File: config.mk
export PLATFORM = sky130hd
export DESIGN_NAME = seq_divider_hex
export DESIGN_NICKNAME = d
export VERILOG_FILES = /design/src/rtl/seq_divider_hex.sv
export SDC_FILE = /design/constraint.sdc
export NUM_CORES = 1
export LEC_CHECK = 0
export BUFFER_PORTS_ARGS = -buffer_cell sky130_fd_sc_hd__buf_2
export CORE_MARGIN = 5
export CORE_UTILIZATION = 29
export CTS_CLUSTER_SIZE = 14
export DETAILED_ROUTE_END_ITERATION = 10
export PLACE_DENSITY = 0.56
export SYNTH_ARGS = -nofsm -noshare
export SYNTH_HDL_FRONTEND = slang
export SYNTH_SLANG_ARGS = --single-unit
File: constraint.sdc
create_clock -name CLOCK_50 -period 2.4 [get_ports CLOCK_50]
set_clock_uncertainty 0.1 [all_clocks]
set_input_delay 0 -clock CLOCK_50 [delete_from_list [all_inputs] [get_ports CLOCK_50]]
set_output_delay 0 -clock CLOCK_50 [all_outputs]
set_load 0.01 [all_outputs]
File: src/rtl/seq_divider_hex.sv
// Sequential 8-bit / 4-bit restoring divider with 7-segment and LED display.
// Ports: CLOCK_50 clock; KEY[0] async active-low reset, KEY[1] start button;
//   SW[7:0] dividend, SW[17:14] divisor; HEX0/HEX1 quotient, HEX2 remainder,
//   HEX3 dark; LEDR {div0, busy, done, 3'b0, remainder, quotient}.
// Option: define DIV_DEBOUNCE_EN to debounce KEY[1] for DEBOUNCE_CYCLES.
module seq_divider_hex #(
    parameter int DEBOUNCE_CYCLES = 50000
) (
    input  logic        CLOCK_50,
    input  logic [3:0]  KEY,
    input  logic [17:0] SW,
    output logic [6:0]  HEX0,
    output logic [6:0]  HEX1,
    output logic [6:0]  HEX2,
    output logic [6:0]  HEX3,
    output logic [17:0] LEDR
);

    typedef enum logic [1:0] {
        IDLE,
        LOAD,
        RUN,
        DONE
    } state_t;

    logic       rst_n;
    logic       sync1;
    logic       sync2;
    logic       level;
    logic       prev;
    logic [1:0] settle;
    logic       armed;
    logic       start;

    state_t     state;
    state_t     state_nxt;

    logic [7:0] dvd;
    logic [3:0] dvs;
    logic [4:0] prem;
    logic [7:0] qwork;
    logic [2:0] step;
    logic [7:0] quot;
    logic [3:0] rem;
    logic       done;
    logic       busy;
    logic       div0;

    logic [4:0] trial;
    logic       ge;
    logic [4:0] prem_nxt;
    logic [7:0] qwork_nxt;

    logic       unused_bits;

    assign rst_n = KEY[0];
    assign unused_bits = ^{KEY[3:2], SW[13:8], prem[4]};

    always_ff @(posedge CLOCK_50 or negedge rst_n) begin
        if (!rst_n) begin
            sync1 <= 1'b1;
            sync2 <= 1'b1;
        end else begin
            sync1 <= KEY[1];
            sync2 <= sync1;
        end
    end

`ifdef DIV_DEBOUNCE_EN
    localparam int CW = (DEBOUNCE_CYCLES > 1) ?
                        $clog2(DEBOUNCE_CYCLES) : 1;

    logic          db_level;
    logic [CW-1:0] db_cnt;

    always_ff @(posedge CLOCK_50 or negedge rst_n) begin
        if (!rst_n) begin
            db_level <= 1'b1;
            db_cnt   <= '0;
        end else if (sync2 == db_level) begin
            db_cnt <= '0;
        end else if (db_cnt == CW'(DEBOUNCE_CYCLES - 1)) begin
            db_level <= sync2;
            db_cnt   <= '0;
        end else begin
            db_cnt <= db_cnt + 1'b1;
        end
    end

    assign level = db_level;
`else
    assign level = sync2;
`endif

    // Edges are honoured only once the synchronizer has flushed its reset
    // value and the button has been seen released, so a key held through
    // reset cannot fake a press.
    always_ff @(posedge CLOCK_50 or negedge rst_n) begin
        if (!rst_n) begin
            settle <= 2'd0;
            armed  <= 1'b0;
            prev   <= 1'b1;
        end else begin
            if (settle != 2'd3) begin
                settle <= settle + 2'd1;
            end
            if (settle == 2'd3 && sync2) begin
                armed <= 1'b1;
            end
            prev <= level;
        end
    end

    assign start = armed & prev & ~level;

    always_ff @(posedge CLOCK_50 or negedge rst_n) begin
        if (!rst_n) begin
            state <= IDLE;
        end else begin
            state <= state_nxt;
        end
    end

    always_comb begin
        state_nxt = state;
        unique case (state)
            IDLE, DONE: begin
                if (start) begin
                    state_nxt = LOAD;
                end
            end
            LOAD: begin
                state_nxt = (dvs == 4'd0) ? DONE : RUN;
            end
            RUN: begin
                if (step == 3'd7) begin
                    state_nxt = DONE;
                end
            end
        endcase
    end

    // Remainder stays below the divisor, so its low 4 bits plus the next
    // dividend bit hold the whole trial value.
    always_comb begin
        trial     = {prem[3:0], dvd[7]};
        ge        = (trial >= {1'b0, dvs});
        prem_nxt  = ge ? (trial - {1'b0, dvs}) : trial;
        qwork_nxt = {qwork[6:0], ge};
    end

    always_ff @(posedge CLOCK_50 or negedge rst_n) begin
        if (!rst_n) begin
            dvd   <= 8'd0;
            dvs   <= 4'd0;
            prem  <= 5'd0;
            qwork <= 8'd0;
            step  <= 3'd0;
            quot  <= 8'd0;
            rem   <= 4'd0;
            done  <= 1'b0;
            busy  <= 1'b0;
            div0  <= 1'b0;
        end else begin
            unique case (state)
                IDLE, DONE: begin
                    if (start) begin
                        dvd   <= SW[7:0];
                        dvs   <= SW[17:14];
                        prem  <= 5'd0;
                        qwork <= 8'd0;
                        step  <= 3'd0;
                        done  <= 1'b0;
                        div0  <= 1'b0;
                        busy  <= 1'b1;
                    end
                end
                LOAD: begin
                    if (dvs == 4'd0) begin
                        quot <= 8'hFF;
                        rem  <= 4'hF;
                        div0 <= 1'b1;
                        done <= 1'b1;
                        busy <= 1'b0;
                    end
                end
                RUN: begin
                    prem  <= prem_nxt;
                    qwork <= qwork_nxt;
                    dvd   <= {dvd[6:0], 1'b0};
                    step  <= step + 3'd1;
                    if (step == 3'd7) begin
                        quot <= qwork_nxt;
                        rem  <= prem_nxt[3:0];
                        done <= 1'b1;
                        busy <= 1'b0;
                    end
                end
            endcase
        end
    end

    function automatic logic [6:0] seg7(input logic [3:0] v);
        logic [6:0] s;
        case (v)
            4'h0:    s = 7'h40;
            4'h1:    s = 7'h79;
            4'h2:    s = 7'h24;
            4'h3:    s = 7'h30;
            4'h4:    s = 7'h19;
            4'h5:    s = 7'h12;
            4'h6:    s = 7'h02;
            4'h7:    s = 7'h78;
            4'h8:    s = 7'h00;
            4'h9:    s = 7'h10;
            4'hA:    s = 7'h08;
            4'hB:    s = 7'h03;
            4'hC:    s = 7'h46;
            4'hD:    s = 7'h21;
            4'hE:    s = 7'h06;
            default: s = 7'h0E;
        endcase
        return s;
    endfunction

    assign HEX0 = seg7(quot[3:0]);
    assign HEX1 = seg7(quot[7:4]);
    assign HEX2 = seg7(rem);
    assign HEX3 = 7'h7F;
    assign LEDR = {div0, busy, done, 3'b000, rem, quot};

endmodule

Word level (Yosys, flattened, before mapping)
Memory sizes are Yosys's and may differ from the RTL's.
Index checks and enable logic that the tools add are counted.
- flip-flop bits (word level): 49
- memory bits (read-only): 336
- input bits: 23
- output and inout bits: 46
- logic and storage cells: 76
- memories kept: 3
- $add $sub $neg: 3
- $lt $le $gt $ge: 1
- equal/unequal tests: 9
- multiplexer cells: 28
- bitwise logic cells: 3
- reductions and logical operators: 13
- memories (name ; depth ; width ; read ports ; clocked after memory_dff ; wr ports ; line ; RTL):
    (no name shown) ; 16 ; 7 ; 1 ; 0 ; 0 ; 205 ; case (v)
    (no name shown) ; 16 ; 7 ; 1 ; 0 ; 0 ; 205 ;
    (no name shown) ; 16 ; 7 ; 1 ; 0 ; 0 ; 205 ;
- operator list (kind ; count):
    $pmux 8 s2 ; 2
    $mux 8 ; 3
    $mux 4 ; 4
    $pmux 4 s2 ; 2
    $pmux 7 s2 ; 1
    $reduce_and 3->1 ; 3
    $ne 2x2->1 const B ; 4
    $mux 1 ; 7
    $mux 7 ; 1
    $eq 2x2->1 const B ; 3
    $pmux 1 s3 ; 2
    $pmux 2 s3 ; 1
    $pmux 3 s2 ; 1
    $reduce_and 2->1 ; 3
    $reduce_bool 2->1 ; 3
    $ge 5x4->1 ; 1
    $logic_not 4->1 ; 1
    $mux 2 ; 2
    $sub 4x4->4 ; 1
    $add 3x1->3 const B ; 1
    $eq 3x3->1 const B ; 1
    $mux 3 ; 1
    $add 2x1->2 const B ; 1
    $and 1x1->1 ; 2
    6 further kinds ; 6

Longest topological paths before layout
Gate-level depths: netlist of run 1.
- depth after elaboration: 4
- depth in mapped cells: 9

Worst setup path before layout of run 1
Ideal clock, no wire load.
- path kind: register to register
- start: reg state[0]
- end: reg prem[0]
- library setup time: 121 ps
- data arrival time: 1667 ps
- data required time: 2179 ps
- path slack: 512 ps
- stages on the path, launching flop included: 9
- path buffers: 2
- period minus slack after synthesis: 1888 ps
- path through: dfrtp_1 -> inv_1 -> ha_1 -> inv_2 -> or2_1 -> buf_6 -> a21boi_4 -> buf_6 -> a22o_1
- cells in the longest elaborated chain, start to end: 4
- RTL lines (element ; line ; RTL):
    start: declaration ; 35 ; state_t state;
    start signal: assignment ; 120 ; state <= state_nxt;
    $eq 2x2->1 / $logic_not 2->1 (equally long branches) ; 165 ; unique case (state)
    $reduce_or 2->1 ; 165 ;
    $ne 2x2->1 (no source line) / $reduce_bool 2->1 (equally long branches) ; -- ;
    $reduce_and 2->1 (no source line) ; -- ;
    end signal: assignment ; 188 ; prem <= prem_nxt;
    end: declaration ; 40 ; logic [4:0] prem;
Several ways; a longest one is shown, not always the timed one.
A chain may end at the register's enable or synchronous reset.

Worst setup path in the final report of run 1
- start: reg dvs[2]
- end: reg rem[1]
- cells in the longest elaborated chain, start to end: 4
- RTL lines (element ; line ; RTL):
    start: declaration ; 39 ; logic [3:0] dvs;
    start signal: assignment ; 169 ; dvs <= SW[17:14];
    $ge 5x4->1 ; 147 ; ge = (trial >= {1'b0, dvs});
    $mux 4 ; 148 ; prem_nxt = ge ? (trial - {1'b0, dvs}) : trial;
    $mux 4 ; 192 ; if (step == 3'd7) begin
    $pmux 4 s2 ; 165 ;
    end signal: assignment ; 194 ; rem <= prem_nxt[3:0];
    end: declaration ; 44 ; logic [3:0] rem;
Several ways; a longest one is shown, not always the timed one. The select of a mux whose other input is x is not followed.

==> run_results.csv, run 1 <==
group,metric,value,unit
finish,multi_input_area,1600,sq um
critical_path,arrival,2.20,ns
critical_path,crit_buf_inv,1,
critical_path,critPathKind,"reg2reg",
yosys,synth.most_common_cell,"dfrtp_1",
sta,slew_violations,0,
critical_path,r2r_slack,0.34,ns
clock_tree,cts_buffers,5,
yosys,syn_area_per_cell,10.5,sq um
sta,period_needed,2.06,ns
routing,routed_wl,5.98,mm
clock_tree,clk_latency,0.29,ns
placement,place_area,3350,sq um
finish,n_fill_cell,1061,
finish,area_growth,19.0,%
routing,route.vias.total,2207,
critical_path,r2r-start,"dvs[2]",
sta,whs,0.0374,ns
finish,layout-drive-gt1-share,24.5,%
clock_tree,path_clk_slew,0.09,ns
hold_path,min-delay-start,"SW[0]",
critical_path,critPathTopFamily,"compound AO/OA/AOI/OAI gates",
yosys,synth_edf_count,0,
critical_path,path_cells,"inv_1 -> ha_1 -> a21oi_2 -> o21ai_1 -> a21oi_2 -> mux2i_1 -> o22a_1",
routing,ant_nets,0,
critical_path,slowest_delay,0.41,ns
sta,hold_violations,0,
floorplan,die-width,112,um
yosys,synth.cell_area,3040,sq um
floorplan,rows,37,
critical_path,crit_path_end_kind,"flop",
grt,grt_usage,9.69,%
yosys,synth_ff_type,"dfrtp_1",
finish,postLayoutCoreUtil,35.1,%
power,powerDensity,1210,nW/um^2
critical_path,rr_worst_depth,7,
grt,grt_max_degree,41,
yosys,synth_warnings,0,
routing,avgRoutedWirePerCell,12.4,um
placement,io_buffer_count,50,
critical_path,critical_path.most_common_cell,"a21oi_2",
run_status,status,"finished clean",
sta,fin_tns_setup,0,ns
yosys,synth_common_cells,"46 x dfrtp_1, 27 x ha_1, 20 x mux2i_1, 19 x nand2_1, 19 x o21ai_0",
job,drv_cap,0,
clock_tree,clock-root-buffer,"clkbuf_8",
sta,maxSlewHeadroom,66.1,%
grt,grt_pass1_vias,2162,
hold_path,min_path_cells,4,
clock_tree,tritoncts,"built",
floorplan,top_level_ports,69,
placement,gp_congestion,0.788,
yosys,synth-async-reset-ratio,100,%
yosys,yosysSeqAreaShare,40.5,%
routing,viasPerCell,4.57,
yosys,synth_top_area_share,37.9,%
sta,setup_viol,0,
hold_path,hold_class,"in2reg",
floorplan,coreArea,10300,sq um
power,ir_drop,724,uV
yosys,synth_largest_area_cell,"dfrtp_1",
floorplan,die_h,112,um
critical_path,r2r-end,"rem[1]",
floorplan,dieArea,12600,sq um
clock_tree,clock-sinks,49,
sta,rsz0062_at_grt,"no",
placement,detailed_place_hpwl,4.46,mm
finish,seqCellArea,1230,sq um
yosys,ys_ff_latch,49,
floorplan,initial_core_util,29.5,%
routing,drc,0,
critical_path,cp_data_required_time,2.54,ns
yosys,synth.area.top_cells,"dfrtp_1 38%, ha_1 11%, mux2i_1 6.6%",
yosys,synth_cells,289,
finish,diodes,0,
finish,final_nets,397,
clock_tree,cts_buffer_depth,2,
sta,fmax,485,MHz
clock_tree,cts_max_level,2,
grt,grt_first_pass_wirelength,10.5,mm
critical_path,start_kind,"flop",
finish,fin_area,3610,sq um
routing,dr.pass1.iters,4,
hold_path,min_to,"dvd[0]",
sta,tightest_slew,0.509,ns
critical_path,cp_max_fo,5,
grt,grt_overflow,0,
yosys,synth.distinct_cells,48,
grt,antenna_found_initial,0,
sta,period_share,86.0,%
power,leakage,1.77,nW
critical_path,worst_path_max_delay_cell,"dfrtp_1",
routing,initialDrtViolationCount,99,
[power by group]
part | total, mW | switching, mW | internal [mW] | leakage [nW]
Clock | 0.608 | 0.269 | 0.339 | 0.0574
Sequential | 1.41 | 0.304 | 1.11 | 0.554
Combinational | 2.35 | 1.26 | 1.09 | 1.15
[cell usage in the layout (no fill, tap or decap), drive strengths merged, types with 2 or more instances in the layout]
cell type    netlist  routed
dfstp              3       3
a32o               2       2
a21o               2       2
dlygate4sd3        0      14
mux4               3       3
inv               19      19
o22ai              3       3
o211ai             2       2
or2                3       3
clkbuf             4       6
nand2b             4       4
mux2               6       6
buf               21      53
o22a              10      10
conb               2      10
ha                27      27
xnor2              2       2
a22o              15      15
and2               2       2
nand3              2       2
nand2             20      20
nor2              16      16
nor2b              5       5
or3b               2       2
nand3b             2       2
a21oi             13      13
mux2i             20      20
dfrtp             46      46
o21ai             23      23
[metrics by stage]
step | setup slack [ns] | power (mW) | cells
3_3_place_gp | 0.354 | 3.75 | 461
4_1_cts | 0.326 | 4.44 | 483
6_report | 0.337 | 4.36 | 483
5_1_grt | 0.208 | 4.79 | 483
3_5_place_dp | 0.373 | 3.80 | 461
2_1_floorplan | 0.512 | 3.17 | 297
[tightest hold or removal path, stage by stage]
cell and delay (ns):
buf_2 0.09, nor3b_1 0.12, a21oi_1 0.10, o21ai_0 0.07
[state kept, by name (all words and copies together) (netlist names)]
| register | count |
|---|---|
| prem | 4 |
| done | 1 |
| armed | 1 |
| rem | 4 |
| dvs | 4 |
| settle | 2 |
| state | 2 |
| level | 1 |
| div0 | 1 |
| step | 3 |
| qwork | 7 |
| sync1 | 1 |
| busy | 1 |
| quot | 8 |
| dvd | 8 |
| prev | 1 |
[routing by layer]
layer,vias to the layer above,track usage (%),routed length [um]
met2,59,15.7,2720
li1,1114,-,-
met4,0,1.20,8
met3,2,2.26,336
met5,-,0,0
met1,1032,13.6,2910
[how the worst max path moves through the flow]
stage	startpoint	to	slack [ns]	cells past startpoint
finish	dvs[2]	rem[1]	0.34	7
global route	quot[5]	HEX1[0]	0.21	6
CTS	quot[5]	HEX1[0]	0.33	6
detailed placement	dvs[2]	rem[0]	0.37	7
global placement	dvs[2]	rem[0]	0.35	7
floorplan	state[0]	prem[0]	0.51	8
[cell families (layout without fill, tap and decap cells)]
group / Yosys count / after routing / synth area share (%)
compound gates: 75 / 75 / 17.6
xor+xnor: 2 / 2 / 0.577
fa+ha+maj: 28 / 28 / 11.8
buf+inv: 44 / 94 / 7.91
flops: 49 / 49 / 40.5
mux: 29 / 29 / 11.0
other cells: 2 / 10 / 0.247
simple gates: 60 / 60 / 10.3
[layout make-up]
| type | instances | area share, % |
|---|---|---|
| inverters | 19 | 1.97 |
| multi-input cells | 204 | 44.2 |
| repair buffers | 67 | 11.8 |
| clock buffers | 6 | 2.29 |
| clock inverters | 2 | 1.04 |
| flip-flops and latches | 49 | 34.0 |
| well taps | 136 | 4.71 |
[repair_timing]
action,in CTS,in global routing
hold endpoints to repair,58,0
resized for setup,0,0
setup buffers,0,0
hold buffers,14,0
Note: power is estimated with default switching activity, not from simulation.
==> run 2: changes to the inputs <==
Clock period 2.4 ns to 2 ns, I/O delays scaled along.
==> run 2 against run 1 <==
Net effect: register-to-register slack worse by 0.23 ns; clock power fell by 2%; first-iteration DRC count rose by 57%; clock-buffer cell count is the same; non-clock buffer count is 13 higher; critical path depth down 1; critical path type is now reg2out; power rose by 28%.
==> run_results.csv, run 2 (synthesis gave the netlist of run 1 again) <==
group,metric,value,unit
floorplan,die-width,112,um
clock_tree,cts_max_level,2,
hold_path,hold_class,"in2reg",
routing,drc,0,
routing,viasPerCell,4.59,
clock_tree,cts_buffers,5,
routing,initialDrtViolationCount,155,
routing,routed_wl,6.43,mm
grt,grt_first_pass_wirelength,10.7,mm
clock_tree,cts_buffer_depth,2,
placement,gp_congestion,0.793,
power,pwr-share-clk,10.7,%
critical_path,cp_data_required_time,1.90,ns
routing,avgRoutedWirePerCell,13.0,um
floorplan,dieArea,12600,sq um
finish,seqCellArea,1240,sq um
power,ir_drop,784,uV
sta,fmax,526,MHz
routing,route.vias.total,2276,
clock_tree,clock-root-buffer,"clkbuf_8",
clock_tree,path_clk_slew,0.09,ns
power,pwr-share-comb,59.0,%
grt,grt_pass1_vias,2222,
routing,ant_nets,0,
sta,timing.final.ws_setup,0.0973,ns
placement,detailed_place_hpwl,4.47,mm
grt,grt_overflow,0,
finish,multi_input_area,1670,sq um
sta,hold_violations,0,
finish,final_nets,411,
grt,grt_usage,10.0,%
critical_path,arrival,1.80,ns
finish,fin_area,3760,sq um
critical_path,crit_path_end_kind,"output port",
clock_tree,clk_latency,0.30,ns
clock_tree,clock-sinks,49,
floorplan,initial_core_util,29.5,%
placement,place_area,3380,sq um
job,drv_cap,0,
sta,slew_violations,0,
critical_path,start_kind,"flop",
floorplan,top_level_ports,69,
finish,diodes,0,
finish,top_regs,"dvd: 8 flops, quot: 8 flops, qwork: 7 flops",
finish,n_fill_cell,1034,
power,p_sw,2.41,mW
placement,io_buffer_count,50,
sta,period_needed,1.90,ns
sta,period_share,95.1,%
floorplan,rows,37,
critical_path,cp_max_fo,5,
finish,final_common_cell,"buf_2",
run_status,status,"finished clean",
power,cellInternalPower,3.19,mW
sta,tightest_slew,0.615,ns
grt,antenna_found_initial,0,
power,powerDensity,1490,nW/um^2
finish,layout-drive-gt1-share,33.3,%
power,leakage,1.80,nW
power,p_sw_share,43.1,%
grt,grt_max_degree,50,
sta,setup_viol,0,
floorplan,coreArea,10300,sq um
sta,whs,0.0444,ns
critical_path,critPathKind,"reg2out",
finish,area_growth,24.0,%
floorplan,die_h,112,um
placement,dp_slack,-0.0796,ns
clock_tree,tritoncts,"built",
finish,final_cell_mix,"50 x buf_2, 38 x dfrtp_1, 24 x ha_1",
routing,dr.pass1.iters,4,
power,seq_power_share,30.3,%
sta,maxSlewHeadroom,59.0,%
run 2: cell types whose count changed in the layout (fill, tap and decap cells not counted), moves of 2 or more:
cell / change
a21oi_2: -2
a21oi_4: +2
buf_4: +14
dfrtp_1: -8
dfrtp_2: +8
ha_1: -3
ha_4: +2
inv_1: -6
inv_2: +6
mux2i_1: -3
mux2i_2: +3
run 2: through the flow:
step / power (mW) / std cells / setup TNS, ns / utilization [%]
2_1_floorplan: 3.81 / 297 / 0 / -
3_3_place_gp: 4.50 / 466 / -0.215 / 32.9
3_5_place_dp: 4.58 / 466 / -0.366 / 32.9
4_1_cts: 5.32 / 488 / 0 / 35.4
5_1_grt: 6.06 / 496 / -0.00304 / 36.6
6_report: 5.59 / 496 / 0 / 36.6
run 2: cell type report:
type / instances / area share [%]
multi-input cells: 205 / 44.4
flip-flops and latches: 49 / 32.9
repair buffers: 80 / 13.8
well taps: 136 / 4.52
clock buffers: 6 / 2.19
inverters: 19 / 1.89
clock inverters: 1 / 0.199
run 2: layer usage:
layer / vias up / part of all wire, % / global-route usage [%]
li1: 1139 / - / -
met1: 1070 / 49 / 14.2
met2: 58 / 45 / 15.2
met3: 9 / 4.9 / 2.21
met4: 0 / 1.0 / 3.37
met5: - / 0 / 0
run 2: what timing repair did:
action	4_1_cts	5_1_grt
endpoints found under the hold margin	58	0
resized for setup	9	17
buffers inserted	1	8
pin swaps	1	2
cloned	1	0
setup endpoints to repair	13	20
hold buffers	13	0
run 2: path summary, 6_finish.rpt:
check                              from       to  slack, ns  depth (start not counted)
worst max-delay path            quot[1]  HEX0[0]        0.1                          6
worst min-delay path              SW[0]   dvd[0]       0.04                          4
worst max register to register   dvd[7]   rem[1]       0.11                          7
worst min register to register    sync1    level       0.26                          0
max in group asynchronous        KEY[0]   rem[1]       1.12                          3
min in group asynchronous        KEY[0]     done       0.23                          3
run 2: critical path: stages, from the launching register on:
cell and delay (ns):
dfrtp_2 0.44, inv_2 0.09, ha_2 0.22, nor2b_1 0.06
or3b_2 0.45, o21ai_0 0.07, buf_2 0.15
run 2: power by group through the flow:
| stage | Combinational (mW) | Clock (mW) | Sequential [mW] |
|---|---|---|---|
| 2_1_floorplan | 2.21 | 0 | 1.60 |
| 5_1_grt | 3.65 | 0.649 | 1.76 |
| 3_5_place_dp | 2.87 | 0 | 1.70 |
| 4_1_cts | 3.01 | 0.614 | 1.69 |
| 6_report | 3.30 | 0.598 | 1.69 |
| 3_3_place_gp | 2.80 | 0 | 1.70 |
==> run 3: changes to the inputs <==
Settings changed: RECOVER_POWER set to 100.
==> run 3 against run 2 <==
Net effect: critical path depth unchanged; routed wire length up 0.51%; cell count unchanged; non-clock buffer count unchanged; core utilization down 0.35 points; worst hold slack about the same; combinational power down 2%; sequential power about the same; clock-buffer cell count unchanged; global-route usage unchanged; critical endpoint unchanged; largest power group unchanged; highest routed layer unchanged.
==> run_results.csv, run 3 (synthesis gave the netlist of run 1 again) <==
group,metric,value,unit
run_status,status,"finished clean",
power,pwr-share-comb,58.7,%
routing,drc,0,
power,p_sw_share,43.5,%
routing,initialDrtViolationCount,157,
floorplan,initial_core_util,29.5,%
grt,grt_first_pass_wirelength,10.7,mm
hold_path,hold_class,"in2reg",
finish,diodes,0,
clock_tree,clk_latency,0.30,ns
job,drv_cap,0,
finish,top_regs,"dvd: 8 flops, quot: 8 flops, qwork: 7 flops",
floorplan,rows,37,
sta,fin_tns_setup,0,ns
power,powerDensity,1490,nW/um^2
finish,final_cell_mix,"38 x dfrtp_1, 32 x buf_2, 24 x ha_1",
floorplan,top_level_ports,69,
routing,viasPerCell,4.57,
sta,timing.final.ws_setup,0.0997,ns
routing,ant_nets,0,
critical_path,arrival,1.80,ns
critical_path,path_cells,"inv_2 -> ha_2 -> nor2b_1 -> or3b_2 -> o21ai_0 -> buf_2",
routing,routed_wl,6.46,mm
finish,area_growth,22.8,%
clock_tree,cts_buffer_depth,2,
sta,period_share,95.0,%
power,leakage,1.75,nW
sta,fmax,526,MHz
grt,antenna_found_initial,0,
sta,setup_viol,0,
floorplan,die_h,112,um
grt,grt_max_degree,50,
critical_path,critPathKind,"reg2out",
critical_path,worst_path_max_delay_cell,"or3b_2",
clock_tree,clock-sinks,49,
placement,detailed_place_hpwl,4.47,mm
critical_path,cp_max_fo,5,
critical_path,slowest_delay,0.45,ns
sta,period_needed,1.90,ns
grt,grt_overflow,0,
power,pwr-share-clk,10.8,%
finish,layout-drive-gt1-share,27.2,%
clock_tree,cts_buffers,5,
placement,gp_congestion,0.793,
finish,final_common_cell,"dfrtp_1",
sta,slew_violations,0,
grt,grt_usage,10.0,%
placement,dp_slack,-0.0796,ns
power,ir_drop,773,uV
critical_path,cp_data_required_time,1.90,ns
clock_tree,cts_max_level,2,
grt,grt_pass1_vias,2222,
floorplan,dieArea,12600,sq um
floorplan,coreArea,10300,sq um
routing,dr.pass1.iters,4,
finish,postLayoutCoreUtil,36.3,%
routing,route.vias.total,2267,
critical_path,crit_path_end_kind,"output port",
finish,final_nets,411,
power,seq_power_share,30.6,%
power,p_sw,2.41,mW
sta,hold_violations,0,
clock_tree,path_clk_slew,0.09,ns
routing,avgRoutedWirePerCell,13.0,um
clock_tree,clock-root-buffer,"clkbuf_8",
critical_path,start_kind,"flop",
sta,maxSlewHeadroom,20.4,%
power,cellInternalPower,3.13,mW
sta,tightest_slew,1.19,ns
clock_tree,tritoncts,"built",
floorplan,die-width,112,um
placement,io_buffer_count,50,
## run 3: per-stage QoR
| stage | hold slack [ns] | total power, mW | cells | area, sq um |
|---|---|---|---|---|
| 2_1_floorplan | -0.396 | 3.81 | 297 | 3070 |
| 3_3_place_gp | 0.00635 | 4.50 | 466 | 3380 |
| 3_5_place_dp | 0.00616 | 4.58 | 466 | 3380 |
| 4_1_cts | 0.0408 | 5.32 | 488 | 3640 |
| 5_1_grt | 0.134 | 6.01 | 496 | 3730 |
| 6_report | 0.0443 | 5.54 | 496 | 3730 |
## run 3: power groups by stage
stage / Combinational (mW) / Sequential, mW / Clock (mW)
after global placement: 2.80 / 1.70 / 0
after floorplan: 2.21 / 1.60 / 0
after detailed placement: 2.87 / 1.70 / 0
after global routing: 3.61 / 1.76 / 0.649
after CTS: 3.01 / 1.69 / 0.614
final: 3.25 / 1.69 / 0.598
## run 3: area by class of cell
class                      instances  area [sq um]
fill                            1042          6550
multi-input combinational        205          1670
sequential                        49          1240
timing repair buffer              80           484
tap                              136           170
clock buffer                       6          82.6
inverter                          19          71.3
clock inverter                     1          7.51
## run 3: final timing paths
kind	from	endpoint	slack [ns]	depth (start not counted)
max in group asynchronous	KEY[0]	rem[1]	0.53	3
worst max register to register	dvd[7]	rem[1]	0.11	7
worst min-delay path	SW[0]	dvd[0]	0.04	4
min in group asynchronous	KEY[0]	done	0.46	3
worst min register to register	sync1	level	0.27	0
worst max-delay path	quot[1]	HEX0[0]	0.1	6
## run 3: timing repair
action                                  4_1_cts  5_1_grt
gates resized for setup                       9       17
hold endpoints to repair                     58        0
buffers inserted                              1        8
cloned                                        1        0
pin swaps                                     1        2
hold buffers                                 13        0
endpoints found under the setup margin       13       20
## run 3: critical path: cells and delay by family (launching register included)
family                     cells  cell delay, ns
and+or+nand+nor                2            0.51
DFF                            1            0.44
buffers and inverters          2            0.24
adders and majority gates      1            0.22
AOI/OAI and AO/OA              1            0.07
## run 3: layer usage
metal | vias up | part of all wire [%] | GRT usage (%)
met5 | - | 0 | 0
met4 | 0 | 0.99 | 3.37
met3 | 9 | 5.0 | 2.21
met2 | 54 | 44 | 15.2
met1 | 1067 | 50 | 14.2
li1 | 1137 | - | -
